`src/rtl/uart_tx_arbiter_if.sv`:
```
// rtl/uart_tx_arbiter_if.sv - producer/UART-side signal bundle for the tx arbiter
interface uart_tx_arbiter_if #(
  parameter int NREQ = 4,
  parameter int DW   = 8
);
  localparam int GW = (NREQ > 1) ? $clog2(NREQ) : 1;

  logic [NREQ-1:0]    req;
  logic [NREQ*DW-1:0] req_data;
  logic [NREQ-1:0]    req_ack;
  logic [NREQ-1:0]    req_done;
  logic [DW-1:0]      dintx;
  logic               newd;
  logic               donetx;
  logic               busy;
  logic [GW-1:0]      grant_id;
  logic               timeout_err;

  // master: producers plus the UART done flag; slave: the arbiter itself
  modport master (
    output req, req_data, donetx,
    input  req_ack, req_done, dintx, newd, busy, grant_id, timeout_err
  );

  modport slave (
    input  req, req_data, donetx,
    output req_ack, req_done, dintx, newd, busy, grant_id, timeout_err
  );
endinterface

```
`src/rtl/uart_tx_arbiter.sv`:
```
// rtl/uart_tx_arbiter.sv - round-robin arbiter sharing one UART transmitter among NREQ producers
module uart_tx_arbiter #(
  parameter int NREQ        = 4,
  parameter int DW          = 8,
  parameter int NEWD_HOLD   = 104,
  parameter int TIMEOUT_CYC = 2048
) (
  input logic              clk,
  input logic              rst,
  uart_tx_arbiter_if.slave bus
);
  localparam int GW   = (NREQ > 1) ? $clog2(NREQ) : 1;
  localparam int CMAX = (NEWD_HOLD > TIMEOUT_CYC) ? NEWD_HOLD : TIMEOUT_CYC;
  localparam int CW   = $clog2(CMAX) + 1;

  typedef enum logic [1:0] {IDLE, ISSUE, WAIT_DONE, RELEASE} state_t;

  state_t          state, state_n;
  logic [CW-1:0]   cnt, cnt_n;
  logic            newd_r, newd_n;
  logic [DW-1:0]   dintx_r, dintx_n;
  logic [GW-1:0]   grant_r, grant_n;
  logic [NREQ-1:0] ack_r, ack_n;
  logic [NREQ-1:0] done_r, done_n;
  logic            terr_r, terr_n;
  logic            donetx_q;
  logic            done_rise;

  logic            found;
  logic [GW-1:0]   win;
  logic [GW-1:0]   cand;
  logic [DW-1:0]   data_arr [NREQ];

  for (genvar g = 0; g < NREQ; g++) begin : g_data
    assign data_arr[g] = bus.req_data[g*DW +: DW];
  end

  assign done_rise = bus.donetx & ~donetx_q;

  // Rotating search starting just after the last owner
  always_comb begin
    found = 1'b0;
    win   = '0;
    cand  = '0;
    for (int k = 1; k <= NREQ; k++) begin
      cand = GW'((int'(grant_r) + k) % NREQ);
      if (!found && bus.req[cand]) begin
        found = 1'b1;
        win   = cand;
      end
    end
  end

  always_comb begin
    state_n = state;
    cnt_n   = cnt;
    newd_n  = newd_r;
    dintx_n = dintx_r;
    grant_n = grant_r;
    ack_n   = '0;
    done_n  = '0;
    terr_n  = terr_r;
    case (state)
      IDLE: begin
        if (found) begin
          grant_n    = win;
          dintx_n    = data_arr[win];
          ack_n[win] = 1'b1;
          newd_n     = 1'b1;
          cnt_n      = '0;
          state_n    = ISSUE;
        end
      end
      ISSUE: begin
        if (cnt == CW'(NEWD_HOLD - 1)) begin
          newd_n  = 1'b0;
          cnt_n   = '0;
          state_n = WAIT_DONE;
        end else begin
          cnt_n = cnt + CW'(1);
        end
      end
      WAIT_DONE: begin
        // A completion on the last allowed cycle still counts as success
        if (done_rise) begin
          done_n[grant_r] = 1'b1;
          state_n         = RELEASE;
        end else if (cnt == CW'(TIMEOUT_CYC - 1)) begin
          terr_n  = 1'b1;
          state_n = RELEASE;
        end else begin
          cnt_n = cnt + CW'(1);
        end
      end
      RELEASE: begin
        cnt_n   = '0;
        state_n = IDLE;
      end
      default: state_n = IDLE;
    endcase
  end

  always_ff @(posedge clk or posedge rst) begin
    if (rst) begin
      state    <= IDLE;
      cnt      <= '0;
      newd_r   <= 1'b0;
      dintx_r  <= '0;
      grant_r  <= GW'(NREQ - 1);
      ack_r    <= '0;
      done_r   <= '0;
      terr_r   <= 1'b0;
      donetx_q <= 1'b0;
    end else begin
      state    <= state_n;
      cnt      <= cnt_n;
      newd_r   <= newd_n;
      dintx_r  <= dintx_n;
      grant_r  <= grant_n;
      ack_r    <= ack_n;
      done_r   <= done_n;
      terr_r   <= terr_n;
      donetx_q <= bus.donetx;
    end
  end

  assign bus.req_ack     = ack_r;
  assign bus.req_done    = done_r;
  assign bus.dintx       = dintx_r;
  assign bus.newd        = newd_r;
  assign bus.busy        = (state != IDLE);
  assign bus.grant_id    = grant_r;
  assign bus.timeout_err = terr_r;
endmodule

```
`src/flat_wrapper.sv`:
```
// flat-port wrapper written by rule: the top's interface ports become plain ports
module uart_tx_arbiter_flat 
#(
  parameter int NREQ        = 4,
  parameter int DW          = 8,
  parameter int NEWD_HOLD   = 104,
  parameter int TIMEOUT_CYC = 2048
)
  (clk, rst, bus_req, bus_req_data, bus_donetx, bus_req_ack, bus_req_done, bus_dintx, bus_newd, bus_busy, bus_grant_id, bus_timeout_err);
  uart_tx_arbiter_if #(.NREQ(NREQ), .DW(DW)) bus_i ();
  input logic clk;
  input logic rst;
  input wire logic [$bits(bus_i.req)-1:0] bus_req;
  input wire logic [$bits(bus_i.req_data)-1:0] bus_req_data;
  input wire logic [$bits(bus_i.donetx)-1:0] bus_donetx;
  output wire logic [$bits(bus_i.req_ack)-1:0] bus_req_ack;
  output wire logic [$bits(bus_i.req_done)-1:0] bus_req_done;
  output wire logic [$bits(bus_i.dintx)-1:0] bus_dintx;
  output wire logic [$bits(bus_i.newd)-1:0] bus_newd;
  output wire logic [$bits(bus_i.busy)-1:0] bus_busy;
  output wire logic [$bits(bus_i.grant_id)-1:0] bus_grant_id;
  output wire logic [$bits(bus_i.timeout_err)-1:0] bus_timeout_err;
  assign bus_i.req = bus_req;
  assign bus_i.req_data = bus_req_data;
  assign bus_i.donetx = bus_donetx;
  assign bus_req_ack = bus_i.req_ack;
  assign bus_req_done = bus_i.req_done;
  assign bus_dintx = bus_i.dintx;
  assign bus_newd = bus_i.newd;
  assign bus_busy = bus_i.busy;
  assign bus_grant_id = bus_i.grant_id;
  assign bus_timeout_err = bus_i.timeout_err;
  uart_tx_arbiter #(.NREQ(NREQ), .DW(DW), .NEWD_HOLD(NEWD_HOLD), .TIMEOUT_CYC(TIMEOUT_CYC)) u_core (.clk(clk), .rst(rst), .bus(bus_i));
endmodule
```
`config.mk`:
```
export PLATFORM = sky130hd
export DESIGN_NAME = uart_tx_arbiter_flat
export DESIGN_NICKNAME = d
export VERILOG_FILES = /design/src/rtl/uart_tx_arbiter_if.sv /design/src/rtl/uart_tx_arbiter.sv /design/src/flat_wrapper.sv
export SDC_FILE = /design/constraint.sdc
export NUM_CORES = 1
export LEC_CHECK = 0
export BUFFER_PORTS_ARGS = -buffer_cell sky130_fd_sc_hd__buf_2
export CAP_MARGIN = 15
export CORE_AREA = 2 2 80 82
export CTS_CLUSTER_SIZE = 24
export DETAILED_ROUTE_END_ITERATION = 16
export DIE_AREA = 0 0 82 84
export HOLD_SLACK_MARGIN = 0.05
export SLEW_MARGIN = 30
export SYNTH_ARGS = -nofsm -noshare
export SYNTH_HDL_FRONTEND = slang
export SYNTH_SLANG_ARGS = --single-unit
export TNS_END_PERCENT = 1
```
`constraint.sdc`:
```
create_clock -name clk -period 3 [get_ports clk]
set_input_delay 0.45 -clock clk [delete_from_list [all_inputs] [get_ports clk]]
set_output_delay 0.45 -clock clk [all_outputs]
set_load 0.005 [all_outputs]
```
# Word level (Yosys, flattened, before mapping)
# Index checks and enable logic that the tools add are counted.
# op_classes
bitwise	4
n_addsub	5
eq_ne	10
n_reduce_logical	16
magnitude_cmp	9
mul	0
div_mod_pow	0
muxes	40
n_shift	0
# ops
op	n
2-to-1 mux 12 bit	4
case mux 12 bit (4 select lines)	1
less-than comparator 2 x 3 -> 1 bit, second input constant	6
binary-select mux 8 bit (select 2 bit)	1
2-to-1 mux 2 bit	8
2-to-1 mux 4 bit	4
2-to-1 mux 8 bit	2
adder 12 x 1 -> 12 bit, second input constant	1
equality test 12 x 11 -> 1 bit, second input constant	1
equality test 12 x 7 -> 1 bit, second input constant	1
2-to-1 mux 1 bit	12
AND reduction 3 bit	4
binary-select mux 1 bit (select 2 bit)	4
case mux 2 bit (4 select lines)	1
logical AND 1 bit	5
adder 2 x 1 -> 2 bit, second input constant	2
adder 2 bit, second input constant	2
demux 1 bit (select 2 bit)	2
equality test 2 bit, second input constant	2
>= comparator 2 x 1 -> 1 bit, second input constant	2
!= test 2 x 1 -> 1 bit, second input constant	2
!= test 2 bit, second input constant	2
nonzero test 2 bit	2
>= comparator 3 bit, second input constant	1
other kinds (9)	12
# totals
romBits	0
reg_bits	35
latchBits	0
mem_count	0
word_cells	93
in_bits	39
mem_bits_rw	0

# Depth between registers and ports, before layout
# Gate-level depths: netlist (run 1).
# logic_depth
ltp_word	19
ltp_mapped	10
ltp_nobuf	8

# Least setup slack after synthesis (run 1)
# Ideal clock, no wire load.
# synth_timing
path_type	register to register
start	register u_core.grant_r[0] (netlist: u_core.bus.grant_id[0])
end	register u_core.dintx_r[0] (netlist: u_core.bus.dintx[0])
required_time_ns	2.910
period_less_slack_ns	2.453
path_stages_with_launch	11
n_path_buf	2
path_slack_ns	0.547
t_arrival_ns	2.363
cell_sequence	dfstp_2 -> buf_2 -> inv_1 -> ha_1 -> and2_1 -> o21ai_2 -> o21ai_1 -> a221o_1 -> or2_1 -> buf_6 -> o221ai_1
# synth_via
elab_chain_cells	17
elab_cells_between_ends	31
# synth_lines
element	line	source
start: declaration	uart_tx_arbiter.sv:22	logic [GW-1:0] grant_r, grant_n;
start signal: assignment	uart_tx_arbiter.sv:109	grant_r <= GW'(NREQ - 1);
start signal: assignment	uart_tx_arbiter.sv:119	grant_r <= grant_n;
adder 2 x 1 -> 2 bit	uart_tx_arbiter.sv:46	cand = GW'((int'(grant_r) + k) % NREQ);
binary-select mux 1 bit (select 2 bit)	uart_tx_arbiter.sv:47	if (!found && bus.req[cand]) begin
2-to-1 mux 1 bit (implied by the code)	uart_tx_arbiter.sv:47	
2-to-1 mux 1 bit	uart_tx_arbiter.sv:47	
zero test 1 bit	uart_tx_arbiter.sv:47	
logical AND 1 bit	uart_tx_arbiter.sv:47	
2-to-1 mux 1 bit	uart_tx_arbiter.sv:47	
zero test 1 bit	uart_tx_arbiter.sv:47	
logical AND 1 bit	uart_tx_arbiter.sv:47	
2-to-1 mux 1 bit	uart_tx_arbiter.sv:47	
zero test 1 bit	uart_tx_arbiter.sv:47	
logical AND 1 bit	uart_tx_arbiter.sv:47	
2-to-1 mux 2 bit	uart_tx_arbiter.sv:47	
NOT 2 -> 3 bit (implied by the code)	uart_tx_arbiter.sv:67	dintx_n = data_arr[win];
binary-select mux 8 bit (select 2 bit)	uart_tx_arbiter.sv:67	
2-to-1 mux 8 bit (implied by the code) (2 in series)	uart_tx_arbiter.sv:67	
end signal: assignment	uart_tx_arbiter.sv:118	dintx_r <= dintx_n;
end: declaration	uart_tx_arbiter.sv:21	logic [DW-1:0] dintx_r, dintx_n;
# Parallel ways exist; a longest one is shown, timed or not. The select of a mux whose other input is x is not followed.
# A chain may end at the register's enable or synchronous reset.

# Worst setup path after layout (run 1)
# layout_timing
start	register u_core.grant_r[1] (netlist: u_core.bus.grant_id[1])
end	register u_core.dintx_r[5] (netlist: u_core.bus.dintx[5])
# The elaborated chain is that of the path after synthesis.

==> impl_results.md, run 1 <==
* Pwr Total at 0.00230 W
* Part of the cycle the worst path needs at 0.877
* Register bit total from synthesis at 35
* Worst-Skew Late Latency at about 280 ps
* Share of cells above drive strength 1 at 0.289
* Synth area leaders: dfrtp_1 (41%), mux2i_1 (8.4%), nand2_1 (6.7%)
* CTS-repair resized insts at 0
* H-tree depth at 2
* Via count at between 1500 and 2000
* GR Overflow Total at 0
* Fillcell total at 641
* Maximum clock rate at approximately 380 MHz
* Final nets at 326
* Clk sinks at 35
* I/O pins at 60
* Worst R2R Path Depth at 8
* Overall routing resource usage at 0.156
* Crit path capture type: flip-flop
* Fraction of registers with async set/reset at 1.00
* Worst path required time at between 3000 and 4000 ps
* Vias in the first global route at about 1900
* CTS max path bufs at 2
* Fin crit period at 2630 ps
* P per Cell Area at roughly 910 nW/um2
* Drt initial violations at 78
* FP Rows at 29
* Worst R2R Start: u_core.bus.grant_id[1]
* Initial Utilization at 0.332
* Max-slew violation count at 0
* Post-synthesis sequential area ratio at 0.434
* Area Overhead vs Synth at 24.6%
* Max cap viols at 0
* Die height at 84 um
* VDD IR max at 0.581 mV
* Hold buffer count at CTS at 0
* ANT nets after route at 0
* Die width at slightly above 80 um
* Critical Path Fanout Max at 11
* Critical path cell sequence: inv_1 > ha_1 > and2_1 > o21ai_2 > o21ai_1 > a221o_1 > or2_1 > o221ai_1
* Clk_skew at slightly below 3 ps
* Placer congestion estimate at 0.895
* CTS root buf: clkbuf_8
* Relative max-transition margin at 0.558
* Worst Setup Start Kind: flip-flop
* TritonRoute pass-1 iters at 4
* Crit path largest cell delay at 620 ps
* # diodes at 0
* Slowest cell on the critical path: dfstp_2
* Mapped Nets at 262
* Drt total wl at 4810 um
* Yosys warning count at 0
* Post-synth cell types at 43
* Port Buffers at 59
* Core Area at 6100 um2
* Vias/cell at 5.10
* Setup TNS Final at 0 ps
* Syn Inst Count at 215
* Commonest cells in the netlist: nand2_1 (36), dfrtp_1 (33), mux2i_1 (17)
* Leakage at 1.23 nW
* First-pass GRT wire length at 8420 um
* Post-CTS setup repair buffer count at 0
* Ys flop type: dfrtp_1
* Yosys top cell area share at 0.408
* Fin Hold WS at 262 ps
* Netlist Area Pre-Place at 2020 um2
* Final setup viols at 0
* Count leader, synth: nand2_1
* Drt wl/cell at 13.5 um
* Die ar. at roughly 7000 um2
* CTS tree: yes
* Number of synthesized flops with an enable pin at 0
* Syn_area_per_cell at 9.41 um2
* DRC violations left at 0
* CTS Buf Count at 5
* Area leader, netlist: dfrtp_1
* Worst-Margin Slew at 657 ps
* RSZ-0062 raised after global routing: false
* Final hold vios at 0
* Antenna violations before repair at 0
* Critical path class: reg -> reg
* Largest net degree at the start of global routing at 36
* Clk pin slew, worst setup/hold paths at roughly 70 ps
* Hold Crit Class: in -> async
* Dpl hpwl at 3520 um
* Status: completed
* Data arrival, critical path at between 2000 and 3000 ps
* Critical Path Source: u_core.bus.grant_id[1]
## registers in the layout, indices dropped and copies added, names as in the netlist, 2 cells and up
signal and count:
u_core.bus.dintx 8, u_core.state 2, u_core.bus.req_done 4, u_core.bus.req_ack 4, u_core.cnt 12, u_core.bus.grant_id 2
## placed cells by master, fill, tap and decap left out, drive strengths merged, types with 2 or more instances in the layout
| cell type | netlist | routed |
|---|---|---|
| and2 | 5 | 5 |
| clkbuf | 2 | 8 |
| inv | 11 | 11 |
| and3 | 3 | 3 |
| a21oi | 4 | 4 |
| nand3 | 5 | 5 |
| nor2b | 2 | 2 |
| nand2 | 36 | 36 |
| o31ai | 2 | 2 |
| nand2b | 3 | 3 |
| nor4 | 2 | 2 |
| dfrtp | 33 | 33 |
| mux2i | 17 | 17 |
| dfstp | 2 | 2 |
| or2 | 2 | 2 |
| nor3 | 5 | 5 |
| a221o | 2 | 2 |
| a31oi | 3 | 3 |
| nor2 | 14 | 14 |
| ha | 8 | 8 |
| buf | 7 | 66 |
| o21ai | 24 | 24 |
| o211ai | 2 | 2 |
| a22o | 2 | 2 |
| o221ai | 8 | 8 |
## worst max-delay path: cells and delay by family, from the launching register on
kind | cells | cell delay [ps]
fa+ha+maj | 1 | 410
simple gates | 2 | 590
buf+inv | 1 | 120
compound gates | 4 | 800
flops | 1 | 620
## cells by family (layout without fill, tap and decap cells)
logic type | Yosys count | after routing | share of synthesized area
and+or+nand+nor | 80 | 80 | 0.189
DFF | 35 | 35 | 0.434
muxes | 19 | 19 | 0.103
buffers and inverters | 20 | 85 | 0.0470
AOI/OAI and AO/OA | 53 | 53 | 0.177
adders and majority gates | 8 | 8 | 0.0495
## through the flow
stage                     utilization  area [um2]  setup slack [ps]  std cells
after floorplan                     -        2020               547        215
after global placement          0.397        2420               401        349
after detailed placement        0.397        2420               372        349
after CTS                       0.414        2520               357        357
after global routing            0.414        2520               153        357
final                           0.414        2520               368        357
## metal layers
metal,up-vias,global-route usage,share of wire
li1,901,-,-
met1,887,0.198,0.45
met2,27,0.254,0.51
met3,4,0.0422,0.028
met4,0,0.0530,0.010
met5,-,0,0
## final timing paths
path	end	slack, ps
max	u_core.bus.dintx[5]	370
max in group asynchronous	u_core.bus.grant_id[1]	2390
min in group clk	u_core.donetx_q	290
min reg2reg	u_core.bus.timeout_err	480
min	u_core.bus.req_ack[0]	260
max reg2reg	u_core.bus.dintx[5]	370
## area by class of cell
class / count / area, um2 / area share
repair buffers: 66 / 348 / 0.138
clock buffers: 8 / 100 / 0.0397
inverters: 11 / 41.3 / 0.0164
flip-flops and latches: 35 / 878 / 0.348
well taps: 77 / 96.3 / 0.0382
multi-input cells: 160 / 1060 / 0.419
## where the power goes
| part | internal (W) | leakage, nW | switching [W] |
|---|---|---|---|
| clock network | 0.000210 | 0.0515 | 0.000174 |
| logic | 0.000544 | 0.724 | 0.000691 |
| registers | 0.000608 | 0.458 | 0.0000739 |
| total | 0.00136 | 1.23 | 0.000938 |
Note: power is estimated with default switching activity, not from simulation.
==> inputs of run 2 (changes only) <==
Settings changed: CTS_BUF_LIST from default to sky130_fd_sc_hd__clkbuf_4 sky130_fd_sc_hd__clkbuf_8.
==> run 2 against run 1 <==
Worst setup slack hardly changed. Critical endpoint unchanged. Largest power group unchanged. Power is 0.12% higher. Hold slack better by 2.3 ps. Clock-buffer cell count stayed put. Largest cell class unchanged.
==> impl_results.md, run 2 (same netlist as run 1, synthesis figures left out) <==
* Final Core Density at 0.414
* Die ar. at 6890 um2
* Data arrival, critical path at 2820 ps
* Worst setup margin at around 370 ps
* Leakage at roughly 1.2 nW
* Status: completed
* Relative max-transition margin at 0.558
* I/O pins at 60
* VDD IR max at 0.579 mV
* Max-slew violation count at 0
* Core Area at 6100 um2
* Fin crit period at roughly 2600 ps
* Clk_skew at 4.82 ps
* Drt initial violations at 83
* Drt total wl at 4790 um
* Area Overhead vs Synth at 24.8%
* Port Buffers at 59
* Vias/cell at 5.09
* Critical Path Source: u_core.bus.grant_id[1]
* CTS root buf: clkbuf_8
* # diodes at 0
* Die height at 84 um
* First-pass GRT wire length at 8420 um
* Most common cell after layout, fill and taps aside: buf_2
* Pre-CTS setup slack at approximately 370 ps
* Antenna violations before repair at 0
* Final instance area at around 2500 um2
* GR Overflow Total at 0
* Final hold vios at 0
* Worst Setup Start Kind: flip-flop
* Maximum clock rate at 380 MHz
* Max reg flops at 12
* Largest net degree at the start of global routing at 36
* Hold Crit Class: in -> async
* Final nets at 326
* Worst-Margin Slew at 656 ps
* Worst R2R Start: u_core.bus.grant_id[1]
* CTS-repair resized insts at 0
* Critical path class: reg -> reg
* ANT nets after route at 0
* Final setup viols at 0
* DRC violations left at 0
* Part of the cycle the worst path needs at 0.877
* Crit path capture type: flip-flop
* Pwr Total at between 0.002 and 0.0025 W
* P per Cell Area at 912 nW/um2
* Drt wl/cell at roughly 13 um
* RSZ-0062 raised after global routing: false
* Critical Path Fanout Max at 11
* Hold buffer count at CTS at 0
* Worst-Skew Late Latency at 280 ps
* Overall routing resource usage at 0.156
* Die width at around 80 um
* Placer congestion estimate at between 0.8 and 0.9
* Post-CTS setup repair buffer count at 0
* Worst path required time at 3190 ps
* Clk sinks at 35
* Clk pin slew, worst setup/hold paths at ~70 ps
* Fillcell total at roughly 640
* Via count at 1816
* CTS Buf Count at 5
* CTS max path bufs at 2
* Setup TNS Final at 0 ps
* Vias in the first global route at 1860
* CTS tree: yes
* Biggest register: u_core.cnt
* DP Area at around 2400 um2
* H-tree depth at 2
* Highest-count cells in the layout ignoring fill and taps: buf_2 (59), nand2_1 (36), dfrtp_1 (33), mux2i_1 (17)
* Max cap viols at 0
* Share of cells above drive strength 1 at 0.293
* TritonRoute pass-1 iters at 4
* Dpl hpwl at approximately 3500 um
* Initial Utilization at 0.332
* FP Rows at 29
## run 2: critical path, stage by stage (launching register included)
cell	delay (ps)
dfstp_2	620
inv_1	120
ha_1	410
and2_1	200
o21ai_2	130
o21ai_1	70
a221o_1	340
or2_1	380
o221ai_1	260
## run 2: layout make-up
cell class,instances,area [um2],area share
Clock buffer,8,104,0.0411
Inverter,11,41.3,0.0164
Multi-Input combinational cell,160,1060,0.419
Sequential cell,35,878,0.348
Tap cell,77,96.3,0.0382
Timing Repair Buffer,66,348,0.138
## run 2: per-layer routing
metal | up-vias | share of wire | GRT usage
met5 | - | 0 | 0
met4 | 0 | 0.010 | 0.0530
met3 | 4 | 0.028 | 0.0422
met2 | 27 | 0.51 | 0.254
met1 | 885 | 0.45 | 0.198
li1 | 900 | - | -
## run 2: report_power, final
part / leakage [nW] / switching, W / internal, W / total [W]
Clock: 0.0549 / 0.000171 / 0.000219 / 0.000390
Combinational: 0.724 / 0.000688 / 0.000544 / 0.00123
Sequential: 0.458 / 0.0000732 / 0.000608 / 0.000681
## run 2: path summary, 6_finish.rpt
kind	to	slack [ps]	depth (start not counted)
hold reg to reg	u_core.bus.timeout_err	480	1
hold / removal	u_core.bus.dintx[3]	260	3
min in group clk	u_core.donetx_q	290	1
setup reg to reg	u_core.bus.dintx[5]	370	8
setup / recovery	u_core.bus.dintx[5]	370	8
max in group asynchronous	u_core.bus.grant_id[0]	2390	3
## run 2: through the flow
step                      std cells  hold WS [ps]
after floorplan                 215           458
after global placement          349           462
after detailed placement        349           464
after CTS                       357           279
after global routing            357           276
final                           357           264
==> inputs of run 3 (changes only) <==
Settings changed: CELL_PAD_IN_SITES_DETAIL_PLACEMENT from default to 0, CELL_PAD_IN_SITES_GLOBAL_PLACEMENT from default to 1, PLACE_DENSITY_LB_ADDON from default to 0.1.
==> run 3 against run 2 <==
Clock-buffer cell count decreased by 1. Power increased by 0.14%. Critical path depth unchanged. Routed wire length increased by 2.3%. Cell count unchanged. First-iteration DRC count decreased by 3.6%. Via count decreased by 1.9%. Maximum frequency about the same. Sequential share of layout area decreased by 0.052 points. Combinational power about the same. Largest cell class unchanged.
==> impl_results.md, run 3 (same netlist as run 1, synthesis figures left out) <==
* Status: completed
* Area Overhead vs Synth at 25.0%
* VDD IR max at 0.624 mV
* CTS max path bufs at 2
* Clk pin slew, worst setup/hold paths at around 70 ps
* Vias/cell at 4.99
* Fin crit period at 2630 ps
* Final Core Density at 0.415
* Die height at 84 um
* Worst-Margin Slew at 766 ps
* Final setup viols at 0
* RSZ-0062 raised after global routing: false
* GR Overflow Total at 0
* Dpl hpwl at ~3700 um
* I/O pins at 60
* Relative max-transition margin at 0.489
* Final nets at 326
* ANT nets after route at 0
* Leakage at roughly 1.2 nW
* Slowest cell on the critical path: dfstp_2
* Fillcell total at 627
* Maximum clock rate at 380 MHz
* Critical Path Fanout Max at 11
* CTS-repair resized insts at 0
* Most common cell after layout, fill and taps aside: buf_2
* Highest-count cells in the layout ignoring fill and taps: buf_2 (59), nand2_1 (36), dfrtp_1 (33), mux2i_1 (17)
* Max reg flops at 12
* Clk sinks at 35
* Share of cells above drive strength 1 at 0.293
* Overall routing resource usage at 0.158
* Area of the multi-input gates at 1060 um2
* CTS tree: yes
* Largest net degree at the start of global routing at 21
* Post-CTS setup repair buffer count at 0
* # diodes at 0
* Core Area at around 6000 um2
* Critical path cell sequence: inv_1 > ha_1 > nor2b_1 > o21ai_2 > o21ai_1 > a221o_1 > or2_1 > o221ai_1
* Placer congestion estimate at 0.904
* DRC violations left at 0
* Drt initial violations at 80
* Worst path required time at around 3200 ps
* CTS root buf: clkbuf_8
* Critical path class: reg -> reg
* Max cap viols at 0
* Hold Crit Class: in -> async
* Biggest register: u_core.cnt
* Part of the cycle the worst path needs at 0.877
* Antenna violations before repair at 0
* Drt wl/cell at 13.7 um
* Port Buffers at 59
* Seq. cell area at 878 um2
* H-tree depth at 2
* Die ar. at 6890 um2
* Vias in the first global route at between 1500 and 2000
* Fin Hold WS at 296 ps
* Hold buffer count at CTS at 0
* Setup TNS Final at 0 ps
* TritonRoute pass-1 iters at 4
* Final hold vios at 0
* Worst-Skew Late Latency at 280 ps
* Drt total wl at 4900 um
* Crit path capture type: flip-flop
* Max-slew violation count at 0
* First-pass GRT wire length at 8470 um
* FP Rows at 29
* Via count at 1782
* Worst Setup Start Kind: flip-flop
* Die width at 82 um
* Clk_skew at 6.18 ps
* Data arrival, critical path at 2820 ps
* CTS Buf Count at 5
* Initial Utilization at 0.332
* Crit path largest cell delay at 630 ps
* P per Cell Area at 912 nW/um2
==> run 3: cell count changes in the layout (fill, tap and decap cells not counted), sizes merged <==
cell,previous run,this run
clkbuf,8,7
clkinv,0,1
==> run 3: layout make-up <==
type	count	share of cell area
sequential	35	0.347
multi-input combinational	160	0.418
clock inverter	1	0.00198
timing repair buffer	66	0.143
inverter	11	0.0163
tap	77	0.0381
clock buffer	7	0.0356
==> run 3: metal layers <==
| metal | share of wire | vias up | GRT usage |
|---|---|---|---|
| li1 | - | 898 | - |
| met1 | 0.46 | 843 | 0.216 |
| met2 | 0.49 | 32 | 0.245 |
| met3 | 0.035 | 9 | 0.0325 |
| met4 | 0.017 | 0 | 0.0545 |
| met5 | 0 | - | 0 |
==> run 3: final timing paths <==
check | start | end | slack, ps | cells after the start
min | rst | u_core.state[1] | 300 | 2
min reg2reg | u_core.bus.timeout_err | u_core.bus.timeout_err | 460 | 1
min in group clk | bus_donetx | u_core.donetx_q | 300 | 1
max in group asynchronous | rst | u_core.bus.grant_id[0] | 2000 | 3
max | u_core.bus.grant_id[1] | u_core.bus.dintx[5] | 370 | 8
max reg2reg | u_core.bus.grant_id[1] | u_core.bus.dintx[5] | 370 | 8
==> run 3: where the power goes <==
part	internal [W]	switching, W	leakage (nW)
Combinational	0.000562	0.000702	0.728
Sequential	0.000608	0.0000767	0.458
Clock	0.000194	0.000162	0.0517
==> run 3: stage by stage <==
step | cells | setup WS, ps | total power (W) | cell area [um2]
after CTS | 357 | 365 | 0.00234 | 2530
after global placement | 349 | 445 | 0.00198 | 2430
after global routing | 357 | 116 | 0.00252 | 2530
final | 357 | 368 | 0.00231 | 2530
after detailed placement | 349 | 388 | 0.00198 | 2430
after floorplan | 215 | 547 | 0.00158 | 2020
==> run 3: critical path, delay by kind of cell (launching register included) <==
family	cells	cell delay, ps
simple gates	2	490
buf+inv	1	120
flops	1	630
compound gates	4	840
fa+ha+maj	1	460
